==> src/rtl/mem_req_dispatcher.sv <==
// mem_req_dispatcher: in-order request FIFO splitting memory requests into write and read paths
// Ports: m_axi_aclk/m_axi_areset clock and sync active-high reset; mem_req_* upstream request
// with valid/ready; wr_req_*/rd_req_* downstream handshakes sharing the head-entry req_* fields;
// wr_done acknowledges one write; wr_outstanding counts unacknowledged writes; queue_count occupancy.
module mem_req_dispatcher #(
  parameter int TCQ = 1,
  parameter int DEPTH = 4,
  parameter int MAX_WR_OUT = 15
) (
  input  logic        m_axi_aclk,
  input  logic        m_axi_areset,
  input  logic        mem_req_valid,
  output logic        mem_req_ready,
  input  logic [2:0]  mem_req_bar_hit,
  input  logic [31:0] mem_req_pcie_address,
  input  logic [7:0]  mem_req_byte_enable,
  input  logic        mem_req_write_readn,
  input  logic        mem_req_phys_func,
  input  logic [63:0] mem_req_write_data,
  output logic        wr_req_valid,
  input  logic        wr_req_ready,
  output logic        rd_req_valid,
  input  logic        rd_req_ready,
  output logic [2:0]  req_bar_hit,
  output logic [31:0] req_pcie_address,
  output logic [7:0]  req_byte_enable,
  output logic        req_phys_func,
  output logic [63:0] req_write_data,
  input  logic        wr_done,
  output logic [3:0]  wr_outstanding,
  output logic [4:0]  queue_count
);
  localparam int AW = $clog2(DEPTH);
  logic [108:0] mem [DEPTH];
  logic [AW-1:0] wr_ptr, rd_ptr;
  logic head_wr, empty, push, pop, wr_hs, dec;
  logic unused_tcq;
  assign unused_tcq = (TCQ != 0);
  assign {req_bar_hit, req_pcie_address, req_byte_enable, head_wr, req_phys_func, req_write_data} = mem[rd_ptr];
  assign empty = queue_count == 5'd0;
  assign mem_req_ready = !m_axi_areset && queue_count != 5'(DEPTH);
  // reads wait for every earlier write to be acknowledged so they never overtake one
  assign wr_req_valid = !empty && head_wr && wr_outstanding < 4'(MAX_WR_OUT);
  assign rd_req_valid = !empty && !head_wr && wr_outstanding == 4'd0;
  assign push = mem_req_valid && mem_req_ready;
  assign wr_hs = wr_req_valid && wr_req_ready;
  assign pop = wr_hs || (rd_req_valid && rd_req_ready);
  // a stray acknowledge with nothing outstanding is dropped rather than wrapping the counter
  assign dec = wr_done && wr_outstanding != 4'd0;
  always_ff @(posedge m_axi_aclk)
    if (push) mem[wr_ptr] <= {mem_req_bar_hit, mem_req_pcie_address, mem_req_byte_enable,
                              mem_req_write_readn, mem_req_phys_func, mem_req_write_data};
  always_ff @(posedge m_axi_aclk) begin
    if (m_axi_areset) begin
      wr_ptr <= '0;
      rd_ptr <= '0;
      queue_count <= 5'd0;
      wr_outstanding <= 4'd0;
    end else begin
      wr_ptr <= push ? wr_ptr + 1'b1 : wr_ptr;
      rd_ptr <= pop ? rd_ptr + 1'b1 : rd_ptr;
      queue_count <= queue_count + 5'(push) - 5'(pop);
      wr_outstanding <= wr_outstanding + 4'(wr_hs) - 4'(dec);
    end
  end
endmodule
==> config.mk <==
export PLATFORM = sky130hd
export DESIGN_NAME = mem_req_dispatcher
export DESIGN_NICKNAME = d
export VERILOG_FILES = /design/src/rtl/mem_req_dispatcher.sv
export SDC_FILE = /design/constraint.sdc
export NUM_CORES = 1
export LEC_CHECK = 0
export ABC_CLOCK_PERIOD_IN_PS = 4300
export BUFFER_PORTS_ARGS = -buffer_cell sky130_fd_sc_hd__buf_2
export CAP_MARGIN = 25
export CORE_MARGIN = 10
export CORE_UTILIZATION = 51
export DETAILED_ROUTE_END_ITERATION = 10
export PLACE_DENSITY = 0.75
export SLEW_MARGIN = 30
export SYNTH_ARGS = -nofsm -noshare
export SYNTH_HDL_FRONTEND = slang
export SYNTH_SLANG_ARGS = --single-unit
==> constraint.sdc <==
create_clock -name m_axi_aclk -period 4.3 [get_ports m_axi_aclk]
set_input_delay 0 -clock m_axi_aclk [delete_from_list [all_inputs] [get_ports m_axi_aclk]]
set_output_delay 0 -clock m_axi_aclk [all_outputs]
set_load 0.01 [all_outputs]
==> key figures, run 1 <==
Run status
  – Status: finished, final reports clean

Yosys
  – Synth cell types: 33
  – FF+latch count, synth: 451
  – Synth Net Count: 804
  – Synth Area per Inst: 24.7 µm²
  – Seq/Total Area, Yosys: 0.807
  – Syn Std Cell Area: 0.0166 mm²
  – Mapped Cells: 671
  – Synth warn: 0

STA
  – Fin crit share: 0.771
  – Rel. slew slack: 0.431
  – Fmax: 302 MHz
  – Final setup skew: 0.0166 ns
  – # setup viols final: 0
  – Worst-Margin Slew: 0.854 ns
  – Hold Vio Cnt, Final: 0
  – Tmin final: 3.32 ns
  – Final Max Tran Viols: 0
  – Unrepaired setup endpoints after global routing: no
  – Total negative slack: 0 ns
  – Final worst setup slack: 0.985 ns

Routing
  – Vias: 8105
  – Final ANT Viol Nets: 0
  – Pre-antenna DRT Iters: 4
  – # DRC: 0
  – WL/cell: 21.7 µm
  – Vias per cell: 5.30
  – Final wirelength: 33200 µm
  – Initial DRC Count: 405

Worst setup path
  – CP Class: reg -> reg
  – Setup crit end kind: flip-flop
  – Cell Chain, Critical Path: mux4_2 > or4b_4 > nand2_2 > ha_1 > inv_1 > ha_1 > inv_1 > fa_1 > nor2b_1 > o21bai_1 > a21oi_1 > nor3b_1
  – Startpoint Class: flip-flop
  – Worst EP arrival: 3.72 ns
  – Slowest CP cell: mux4_2
  – R2R cell count: 12
  – CP peak stage delay: 0.59 ns
  – Critical Path RT: 4.71 ns
  – Worst-path fanout max: 16

Clock tree
  – CTS clk-pin slew, worst paths: 0.06 ns
  – CTS root buffer: clkbuf_16
  – H-tree depth: 2
  – CTS tree: yes
  – Setup Fix Bufs, Post-CTS: 0
  – Clk buf depth: 3
  – Clk_lat worst skew: 0.54 ns
  – CTS buffer count: 45
  – Clk sinks: 451

Cells and area
  – Nets: 1183
  – FF+latch area: 0.0134 mm²
  – Area of the multi-input gates: 0.00305 mm²
  – Fillers: 2114
  – Layout area overhead: 26.3%
  – Share of post-route cells with drive strength above 1: 0.393
  – Final core utilization: 0.649

GRT
  – Largest net degree at the start of global routing: 110
  – Overflow after GRT: 0
  – First-pass GRT wire length: 53100 µm
  – Total track usage: 0.167
  – Vias in the first global route: 9074
  – Initial antenna violation count: 3

Floorplan
  – Die W: 200 µm
  – # rows: 66
  – Die Y: 200 µm
  – Core area: 0.0323 mm²
  – Initial Util: 0.514
  – Die Footprint: 0.0402 mm²
  – Top Ports: 235

Power
  – Max VDD drop: 0.000406 V
  – Power after layout: 0.0118 W
  – Pwr per Cell Area: 564 mW/mm²
  – Pleak: 7.15 nW

Min path
  – Hold WC Path Type: in -> reg
  – Worst Min Path Start: rd_req_ready
  – WHS Path Cells: 4

Placed design
  – Gpl congestion: 0.746
  – IO Port Bufs: 234
  – Post-DP HPWL: 19400 µm
  – Setup WS pre-CTS: 0.976 ns

Job
  – Max Cap Viol: 0
-- logic make-up after synthesis --
logic type	Yosys count	share of synthesized area
DFF	451	0.807
AOI/OAI and AO/OA	10	0.00415
muxes	112	0.150
adders and majority gates	18	0.0145
and+or+nand+nor	33	0.0118
xor gates and xnor gates	5	0.00264
buffers and inverters	42	0.0101
-- cells in the final DEF (no fill, tap or decap), types with 2 or more instances in the layout --
| cell | instances |
|---|---|
| nor2_1 | 8 |
| nor3_1 | 3 |
| buf_12 | 4 |
| xor2_1 | 2 |
| clkbuf_1 | 12 |
| buf_6 | 2 |
| dlygate4sd3_1 | 112 |
| clkinv_1 | 9 |
| buf_4 | 5 |
| edfxtp_1 | 436 |
| mux2_2 | 2 |
| inv_1 | 17 |
| ha_1 | 16 |
| bufinv_16 | 5 |
| nand3_1 | 2 |
| clkinvlp_4 | 2 |
| mux4_2 | 109 |
| xnor2_1 | 3 |
| a21oi_1 | 4 |
| diode_2 | 3 |
| dfxtp_4 | 2 |
| fa_1 | 2 |
| inv_6 | 2 |
| a21o_1 | 2 |
| buf_2 | 234 |
| and2_4 | 4 |
| nor2b_1 | 6 |
| dfxtp_1 | 13 |
| clkbuf_16 | 46 |
-- what timing repair did --
item / in CTS / in global routing
resized for setup: 0 / 0
hold buffers: 112 / 0
endpoints found under the hold margin: 451 / 0
endpoints found under the setup margin: 0 / 0
-- flip-flops by register name (all words and copies together) (netlist names), named ones only --
signal and cells:
wr_outstanding 4, wr_ptr 2, rd_ptr 2, mem 436
queue_count 5
-- synthesized netlist by cell type --
cell type  instances  area, µm²
edfxtp_1         436      13100
mux4_2           109       2450
inv_1             17       63.8
ha_1              16        200
dfxtp_1           15        300
clkbuf_1          12       45.0
buf_2              8       40.0
nor2_1             8       30.0
nor2b_1            6       37.5
and2_1             5       31.3
buf_1              5       18.8
a21oi_1            4       20.0
nor3_1             3       15.0
xnor2_1            3       26.3
a21o_1             2       15.0
fa_1               2       40.0
mux2_2             2       22.5
nand3_1            2       10.0
xor2_1             2       17.5
a211oi_1           1       7.51
a21boi_2           1       11.3
and3_1             1       6.26
mux2_1             1       11.3
nand2_1            1       3.75
nand2_2            1       6.26
nand4_1            1       6.26
nor3b_1            1       7.51
nor4b_1            1       8.76
o21bai_1           1       7.51
o31ai_1            1       7.51
or3b_2             1       8.76
or4b_2             1       10.0
or4b_4             1       13.8
-- path summary, 6_finish.rpt --
path | slack (ns) | to
worst max-delay path | 0.98 | queue_count[4]
worst min register to register | 0.55 | flip-flop
worst max register to register | 0.98 | queue_count[4]
worst min-delay path | 0.06 | flip-flop
-- metrics by stage --
stage                     area [µm²]  cells  hold slack [ns]
after detailed placement       18400   1333            0.215
after global placement         18400   1333            0.212
after global routing           21000   1527           0.0632
after CTS                      21000   1525           0.0323
final                          21000   1528           0.0623
after floorplan                16600    671           0.0716
-- worst max-delay path, delay by kind of cell, from the launching register on --
kind            cells  cell delay, ns
buf+inv             2            0.11
flops               1            0.58
compound gates      2            0.25
simple gates        4            0.87
fa+ha+maj           3            0.77
mux                 1            0.59
-- where the power goes --
part / switching [W] / internal, W / leakage, nW
combinational: 0.00139 / 0.00137 / 2.37
sequential: 0.000133 / 0.00510 / 4.08
clock: 0.00155 / 0.00228 / 0.700
-- final cells by class --
class	instances	share of cell area
Clock buffer	58	0.0571
Tap cell	442	0.0264
Timing Repair Buffer	357	0.116
Clock inverter	22	0.0127
Sequential cell	451	0.639
Multi-Input combinational cell	178	0.145
Antenna cell	3	0.000358
Inverter	17	0.00304
-- metal layers --
layer	part of all wire	vias to the layer above	GRT usage
li1	-	3620	-
met1	0.39	4143	0.209
met2	0.51	299	0.278
met3	0.083	43	0.0515
met4	0.017	0	0.0446
met5	0	-	0
No activity file was read; power rests on OpenSTA's default activity.
==> run 2, diff against run 1 <==
--- a/config.mk
+++ b/config.mk
@@ -5,7 +5,7 @@
 export SDC_FILE = /design/constraint.sdc
 export NUM_CORES = 1
 export LEC_CHECK = 0
-export ABC_CLOCK_PERIOD_IN_PS = 4300
+export ABC_CLOCK_PERIOD_IN_PS = 3020
 export BUFFER_PORTS_ARGS = -buffer_cell sky130_fd_sc_hd__buf_2
 export CAP_MARGIN = 25
 export CORE_MARGIN = 10
==> constraint.sdc (replaced) <==
create_clock -name m_axi_aclk -period 3.02 [get_ports m_axi_aclk]
set_input_delay 0 -clock m_axi_aclk [delete_from_list [all_inputs] [get_ports m_axi_aclk]]
set_output_delay 0 -clock m_axi_aclk [all_outputs]
set_load 0.01 [all_outputs]
==> key figures, run 2 (same netlist as run 1, synthesis figures left out) <==
Cells and area
  – Fillers: 2064 (was 2114)
  – Nets: 1199 (was 1183)
  – Most frequent cells in the layout: edfxtp_1 (436), buf_2 (234), dlygate4sd3_1 (111) (was edfxtp_1 (436), buf_2 (234), dlygate4sd3_1 (112))
  – Max FFs per register: 436 (unchanged)
  – FF+latch area: 0.0134 mm² (about the same)
  – Area of the multi-input gates: 0.00308 mm² (was 0.00305 mm²)
  – Final core utilization: 0.659 (was 0.649)
  – Top reg by flops: mem (unchanged)
  – Layout area overhead: 28.2% (was 26.3%)
  – Most common cell after layout, fill and taps aside: edfxtp_1 (unchanged)
  – Biggest regs: mem (436), queue_count (5), wr_outstanding (4) (unchanged)
  – Share of post-route cells with drive strength above 1: 0.415 (was 0.393)

Run status
  – Status: finished, final reports clean (unchanged)

GRT
  – Initial antenna violation count: 2 (was 3)
  – Total track usage: 0.169 (was 0.167)
  – First-pass GRT wire length: 53400 µm (was 53100 µm)
  – Largest net degree at the start of global routing: 109 (was 110)
  – Vias in the first global route: 9028 (was 9074)
  – Overflow after GRT: 0 (unchanged)

Worst setup path
  – Worst-path fanout max: 2 (was 16)
  – R2r setup slk: 0.11 ns (was 0.98 ns)
  – Setup crit end kind: flip-flop (unchanged)
  – CP Class: reg -> reg (unchanged)
  – FF-to-FF End: queue_count[4] (unchanged)
  – R2R cell count: 14 (was 12)
  – Worst r2r src: wr_outstanding[2]
  – Worst EP arrival: 3.33 ns (was 3.72 ns)
  – Startpoint Class: flip-flop (unchanged)
  – Critical Path RT: 3.44 ns (was 4.71 ns)

Power
  – Switching pwr: 0.00442 W (was 0.00307 W)
  – Clock power frac: 0.325 (was 0.324)
  – Combinational fraction of design power: 0.245 (was 0.234)
  – Sw Ratio: 0.258 (was 0.260)
  – Power after layout: 0.0172 W (was 0.0118 W)
  – Share of power burned in registers: 0.430 (was 0.442)
  – Max VDD drop: 0.000577 V (was 0.000406 V)
  – Pleak: 7.29 nW (was 7.15 nW)
  – Pwr per Cell Area: 806 mW/mm² (was 564 mW/mm²)
  – Internal Power: 0.0127 W (was 0.00875 W)

STA
  – Hold Vio Cnt, Final: 0 (unchanged)
  – Fin crit share: 0.964 (was 0.771)
  – Final setup skew: 0.0186 ns (was 0.0166 ns)
  – Worst-Margin Slew: 0.771 ns (was 0.854 ns)
  – Final worst setup slack: 0.109 ns (was 0.985 ns)
  – Fmax: 344 MHz (was 302 MHz)
  – Rel. slew slack: 0.486 (was 0.431)
  – Tmin final: 2.91 ns (was 3.32 ns)
  – Total negative slack: 0 ns (unchanged)
  – # setup viols final: 0 (unchanged)
  – Worst hold slack: 0.0571 ns (was 0.0623 ns)
  – Final Max Tran Viols: 0 (unchanged)

Clock tree
  – Clk sinks: 451 (unchanged)
  – CTS buffer count: 46 (was 45)
  – CTS root buffer: clkbuf_16 (unchanged)
  – CTS clk-pin slew, worst paths: 0.06 ns (about the same)
  – Clk_lat worst skew: 0.54 ns (about the same)
  – Clk buf depth: 3 (unchanged)
  – H-tree depth: 2 (unchanged)
  – CTS tree: yes (unchanged)

Min path
  – Hold WC Path Type: in -> reg (unchanged)
  – WHS Path Cells: 5 (was 4)
  – Worst Min Path Start: wr_req_ready (was rd_req_ready)
  – Worst hold endpoint: rd_ptr[0]

Routing
  – WL/cell: 21.9 µm (was 21.7 µm)
  – # DRC: 0 (unchanged)
  – Final ANT Viol Nets: 0 (unchanged)
  – Initial DRC Count: 429 (was 405)
  – Final wirelength: 33900 µm (was 33200 µm)
  – Pre-antenna DRT Iters: 4 (unchanged)
  – Vias per cell: 5.30 (about the same)
  – Vias: 8172 (was 8105)

Placed design
  – Setup WS pre-CTS: -0.117 ns (was 0.976 ns)
  – Gpl congestion: 0.695 (was 0.746)
  – Post-DP HPWL: 20500 µm (was 19400 µm)
  – IO Port Bufs: 234 (unchanged)

Floorplan
  – # rows: 66 (unchanged)
  – Core area: 0.0323 mm² (unchanged)
  – Initial Util: 0.514 (unchanged)
  – Die Footprint: 0.0402 mm² (unchanged)
  – Top Ports: 235 (unchanged)
  – Die Y: 200 µm (unchanged)
  – Die W: 200 µm (unchanged)

Job
  – Max Cap Viol: 0 (unchanged)
-- run 2: cell types whose count changed in the layout (fill, tap and decap cells not counted), moves of 3 or more --
cell / previous run / this run
buf_12: 4 / 13
buf_4: 5 / 12
clkbuf_16: 46 / 49
clkinv_2: 1 / 7
-- run 2: final cells by class --
class,count,share of cell area
well taps,442,0.0260
flip-flops and latches,451,0.630
inverters,17,0.00300
clock inverters,23,0.0112
diodes,1,0.000118
repair buffers,372,0.126
clock buffers,59,0.0594
multi-input cells,178,0.145
-- run 2: metal layers --
metal,global-route usage,share of wire,up-vias,routed length [µm]
met2,0.283,0.51,248,17300
met1,0.212,0.40,4234,13700
li1,-,-,3631,-
met4,0.0522,0.020,2,694
met5,0,0.00038,-,13
met3,0.0447,0.066,57,2240
-- run 2: how the worst max path moves through the flow --
stage	startpoint	end	slack (ns)	depth (start not counted)
global placement	wr_outstanding[2]	queue_count[4]	0.002	14
CTS	flip-flop	queue_count[4]	0.05	12
detailed placement	wr_outstanding[2]	queue_count[4]	-0.12	14
global route	wr_outstanding[2]	queue_count[4]	-0.03	14
floorplan	queue_count[3]	mem[1][0]	-0.1	4
finish	wr_outstanding[2]	queue_count[4]	0.11	14
-- run 2: timing repair --
action,CTS,global route
pin swaps,0,6
setup endpoints to repair,13,1
buffers inserted,1,2
endpoints found under the hold margin,451,0
resized for setup,4,8
hold buffers,111,0
-- run 2: worst max-delay path, cell delays in order, from the launching register on --
cell and delay, ns:
dfxtp_2 0.32, inv_2 0.05, ha_1 0.13, or3b_4 0.38, or4b_4 0.54, nand2_2 0.12
ha_4 0.20, inv_1 0.06, ha_2 0.17, inv_1 0.05, fa_2 0.34, nor2b_2 0.15
o21bai_2 0.10, a21oi_2 0.14, nor3b_2 0.05
-- run 2: per-stage QoR --
| stage | instances | instance area, µm² |
|---|---|---|
| floorplan | 671 | 16600 |
| global route | 1543 | 21300 |
| detailed placement | 1345 | 18600 |
| CTS | 1539 | 21200 |
| finish | 1543 | 21300 |
| global placement | 1345 | 18600 |
-- run 2: power groups by stage --
stage	clock (W)	sequential, W	combinational, W
6_report	0.00557	0.00738	0.00420
5_1_grt	0.00595	0.00740	0.00457
3_5_place_dp	0	0.00750	0.00405
3_3_place_gp	0	0.00748	0.00400
2_1_floorplan	0	0.00750	0.00256
4_1_cts	0.00569	0.00737	0.00420
==> run 3, diff against run 2 <==
--- a/config.mk
+++ b/config.mk
@@ -8,6 +8,7 @@
 export ABC_CLOCK_PERIOD_IN_PS = 3020
 export BUFFER_PORTS_ARGS = -buffer_cell sky130_fd_sc_hd__buf_2
 export CAP_MARGIN = 25
+export CORE_ASPECT_RATIO = 1.5
 export CORE_MARGIN = 10
 export CORE_UTILIZATION = 51
 export DETAILED_ROUTE_END_ITERATION = 10
==> key figures, run 3 (same netlist as run 1, synthesis figures left out) <==
Worst setup path
  – R2r setup slk: 0.05 ns (was 0.11 ns)
  – Worst EP arrival: 3.37 ns (was 3.33 ns)
  – CP Class: reg -> reg (unchanged)
  – Setup crit end kind: flip-flop (unchanged)
  – Critical Path RT: 3.42 ns (was 3.44 ns)
  – Worst-path fanout max: 3 (was 2)
  – Startpoint Class: flip-flop (unchanged)

Placed design
  – Dpl cells: 1311 (was 1345)
  – Post-DP HPWL: 20300 µm (was 20500 µm)
  – IO Port Bufs: 234 (unchanged)
  – Gpl congestion: 0.730 (was 0.695)

STA
  – Total negative slack: 0 ns (unchanged)
  – Unrepaired setup endpoints after global routing: yes
  – Tmin final: 2.97 ns (was 2.91 ns)
  – Rel. slew slack: 0.542 (was 0.486)
  – Fin crit share: 0.985 (was 0.964)
  – Fmax: 336 MHz (was 344 MHz)
  – Final Max Tran Viols: 0 (unchanged)
  – Hold Vio Cnt, Final: 0 (unchanged)
  – # setup viols final: 0 (unchanged)
  – Worst-Margin Slew: 0.687 ns (was 0.771 ns)
  – Final setup skew: 0.00813 ns (was 0.0186 ns)

Routing
  – Vias per cell: 5.41 (was 5.30)
  – Pre-antenna DRT Iters: 4 (unchanged)
  – # DRC: 0 (unchanged)
  – Vias: 8111 (was 8172)
  – Final wirelength: 34300 µm (was 33900 µm)
  – Final ANT Viol Nets: 0 (unchanged)
  – Initial DRC Count: 458 (was 429)
  – WL/cell: 22.8 µm (was 21.9 µm)

Clock tree
  – CTS buffer count: 41 (was 46)
  – Clk sinks: 451 (unchanged)
  – Clk_lat worst skew: 0.52 ns (was 0.54 ns)
  – H-tree depth: 2 (unchanged)
  – Clk buf depth: 3 (unchanged)
  – CTS root buffer: clkbuf_16 (unchanged)
  – CTS tree: yes (unchanged)
  – CTS clk-pin slew, worst paths: 0.06 ns (about the same)

Power
  – Pleak: 7.18 nW (was 7.29 nW)
  – Internal Power: 0.0123 W (was 0.0127 W)
  – Pwr per Cell Area: 792 mW/mm² (was 806 mW/mm²)
  – Share of power burned in registers: 0.444 (was 0.430)
  – Max VDD drop: 0.000816 V (was 0.000577 V)
  – Clock power frac: 0.302 (was 0.325)
  – Sw Ratio: 0.259 (was 0.258)
  – Switching pwr: 0.00431 W (was 0.00442 W)
  – Combinational fraction of design power: 0.254 (was 0.245)

Cells and area
  – Nets: 1193 (was 1199)
  – Area of the multi-input gates: 0.00308 mm² (unchanged)
  – Top reg by flops: mem (unchanged)
  – Most common cell after layout, fill and taps aside: edfxtp_1 (unchanged)
  – Share of post-route cells with drive strength above 1: 0.414 (was 0.415)
  – Layout area overhead: 26.6% (was 28.2%)
  – Biggest regs: mem (436), queue_count (5), wr_outstanding (4) (unchanged)
  – Most frequent cells in the layout: edfxtp_1 (436), buf_2 (234), dlygate4sd3_1 (111) (unchanged)
  – Max FFs per register: 436 (unchanged)
  – Non-Filler Instances: 1500 (was 1543)
  – FF+latch area: 0.0134 mm² (unchanged)
  – Fillers: 2042 (was 2064)

Floorplan
  – Die W: 167 µm (was 200 µm)
  – Initial Util: 0.520 (was 0.514)
  – # rows: 80 (was 66)
  – Core area: 0.0319 mm² (was 0.0323 mm²)
  – Die Y: 241 µm (was 200 µm)
  – Top Ports: 235 (unchanged)
  – Die Footprint: 0.0403 mm² (was 0.0402 mm²)

GRT
  – Total track usage: 0.168 (was 0.169)
  – Grt met2 use: 0.303 (was 0.283)
  – Overflow after GRT: 0 (unchanged)
  – First-pass GRT wire length: 52800 µm (was 53400 µm)
  – Gr busiest metal: met2 (unchanged)
  – Largest net degree at the start of global routing: 109 (unchanged)
  – Global-route met3 utilization: 0.0348 (was 0.0447)
  – Vias in the first global route: 8854 (was 9028)
  – Initial antenna violation count: 6 (was 2)
  – GR met1 Demand/Resource: 0.195 (was 0.212)

Run status
  – Status: finished, final reports clean (unchanged)

Min path
  – Hold WC Path Type: in -> reg (unchanged)

Job
  – Max Cap Viol: 0 (unchanged)
[run 3: changes by cell type in the layout (fill, tap and decap cells not counted), moves of 2 or more]
| cell | delta |
|---|---|
| clkinv_1 | -2 |
| buf_4 | +2 |
| clkbuf_1 | -4 |
| diode_2 | +3 |
| inv_1 | -2 |
| clkbuf_16 | -8 |
| inv_2 | +2 |
| clkbuf_8 | +2 |
| clkinv_2 | -2 |
| buf_12 | -3 |
[run 3: critical path: stages (launching register included)]
cell,delay (ns)
dfxtp_2,0.34
inv_2,0.06
ha_1,0.13
or3b_4,0.38
or4b_4,0.55
nand2_4,0.10
ha_4,0.19
inv_1,0.05
ha_2,0.17
inv_2,0.04
fa_2,0.34
nor2b_2,0.14
o21bai_1,0.10
a21oi_1,0.19
nor3b_2,0.07
[run 3: final timing paths]
check | endpoint | cells past startpoint | from
hold reg to reg | rd_ptr[1] | 2 | rd_ptr[1]
setup reg to reg | queue_count[4] | 14 | wr_outstanding[2]
hold / removal | rd_ptr[0] | 5 | wr_req_ready
setup / recovery | queue_count[4] | 14 | wr_outstanding[2]
[run 3: per-stage QoR]
step | setup slack (ns) | area, µm² | hold slack [ns] | total power (W) | util
2_1_floorplan | -0.0974 | 16600 | 0.0716 | 0.0101 | -
3_3_place_gp | -0.0203 | 18500 | 0.209 | 0.0115 | 0.579
3_5_place_dp | -0.123 | 18500 | 0.215 | 0.0116 | 0.579
4_1_cts | 0.0126 | 20900 | 0.0153 | 0.0167 | 0.655
5_1_grt | -0.110 | 21000 | 0.105 | 0.0174 | 0.658
6_report | 0.0454 | 21000 | 0.0988 | 0.0166 | 0.658
[run 3: layout make-up]
class                      count  area share
multi-input combinational    178       0.147
timing repair buffer         371       0.125
inverter                      17     0.00304
clock buffer                  49      0.0512
sequential                   451       0.638
tap                          410      0.0244
clock inverter                20      0.0110
antenna                        4    0.000477
[run 3: metal layers]
metal	wire [µm]	part of all wire
met1	12500	0.37
met2	19000	0.55
met3	1700	0.050
met4	993	0.029
met5	22	0.00064
[run 3: power groups by stage]
| stage | clock, W | sequential, W | combinational, W |
|---|---|---|---|
| floorplan | 0 | 0.00750 | 0.00256 |
| global placement | 0 | 0.00748 | 0.00403 |
| detailed placement | 0 | 0.00751 | 0.00407 |
| CTS | 0.00513 | 0.00738 | 0.00423 |
| global route | 0.00541 | 0.00741 | 0.00458 |
| finish | 0.00503 | 0.00738 | 0.00422 |
[run 3: what timing repair did]
action | CTS | global route
hold endpoints to repair | 449 | 0
gates resized for setup | 4 | 10
setup buffers | 0 | 4
gates cloned | 0 | 0
endpoints found under the setup margin | 1 | 45
pin swaps | 1 | 7
hold buffers | 111 | 0
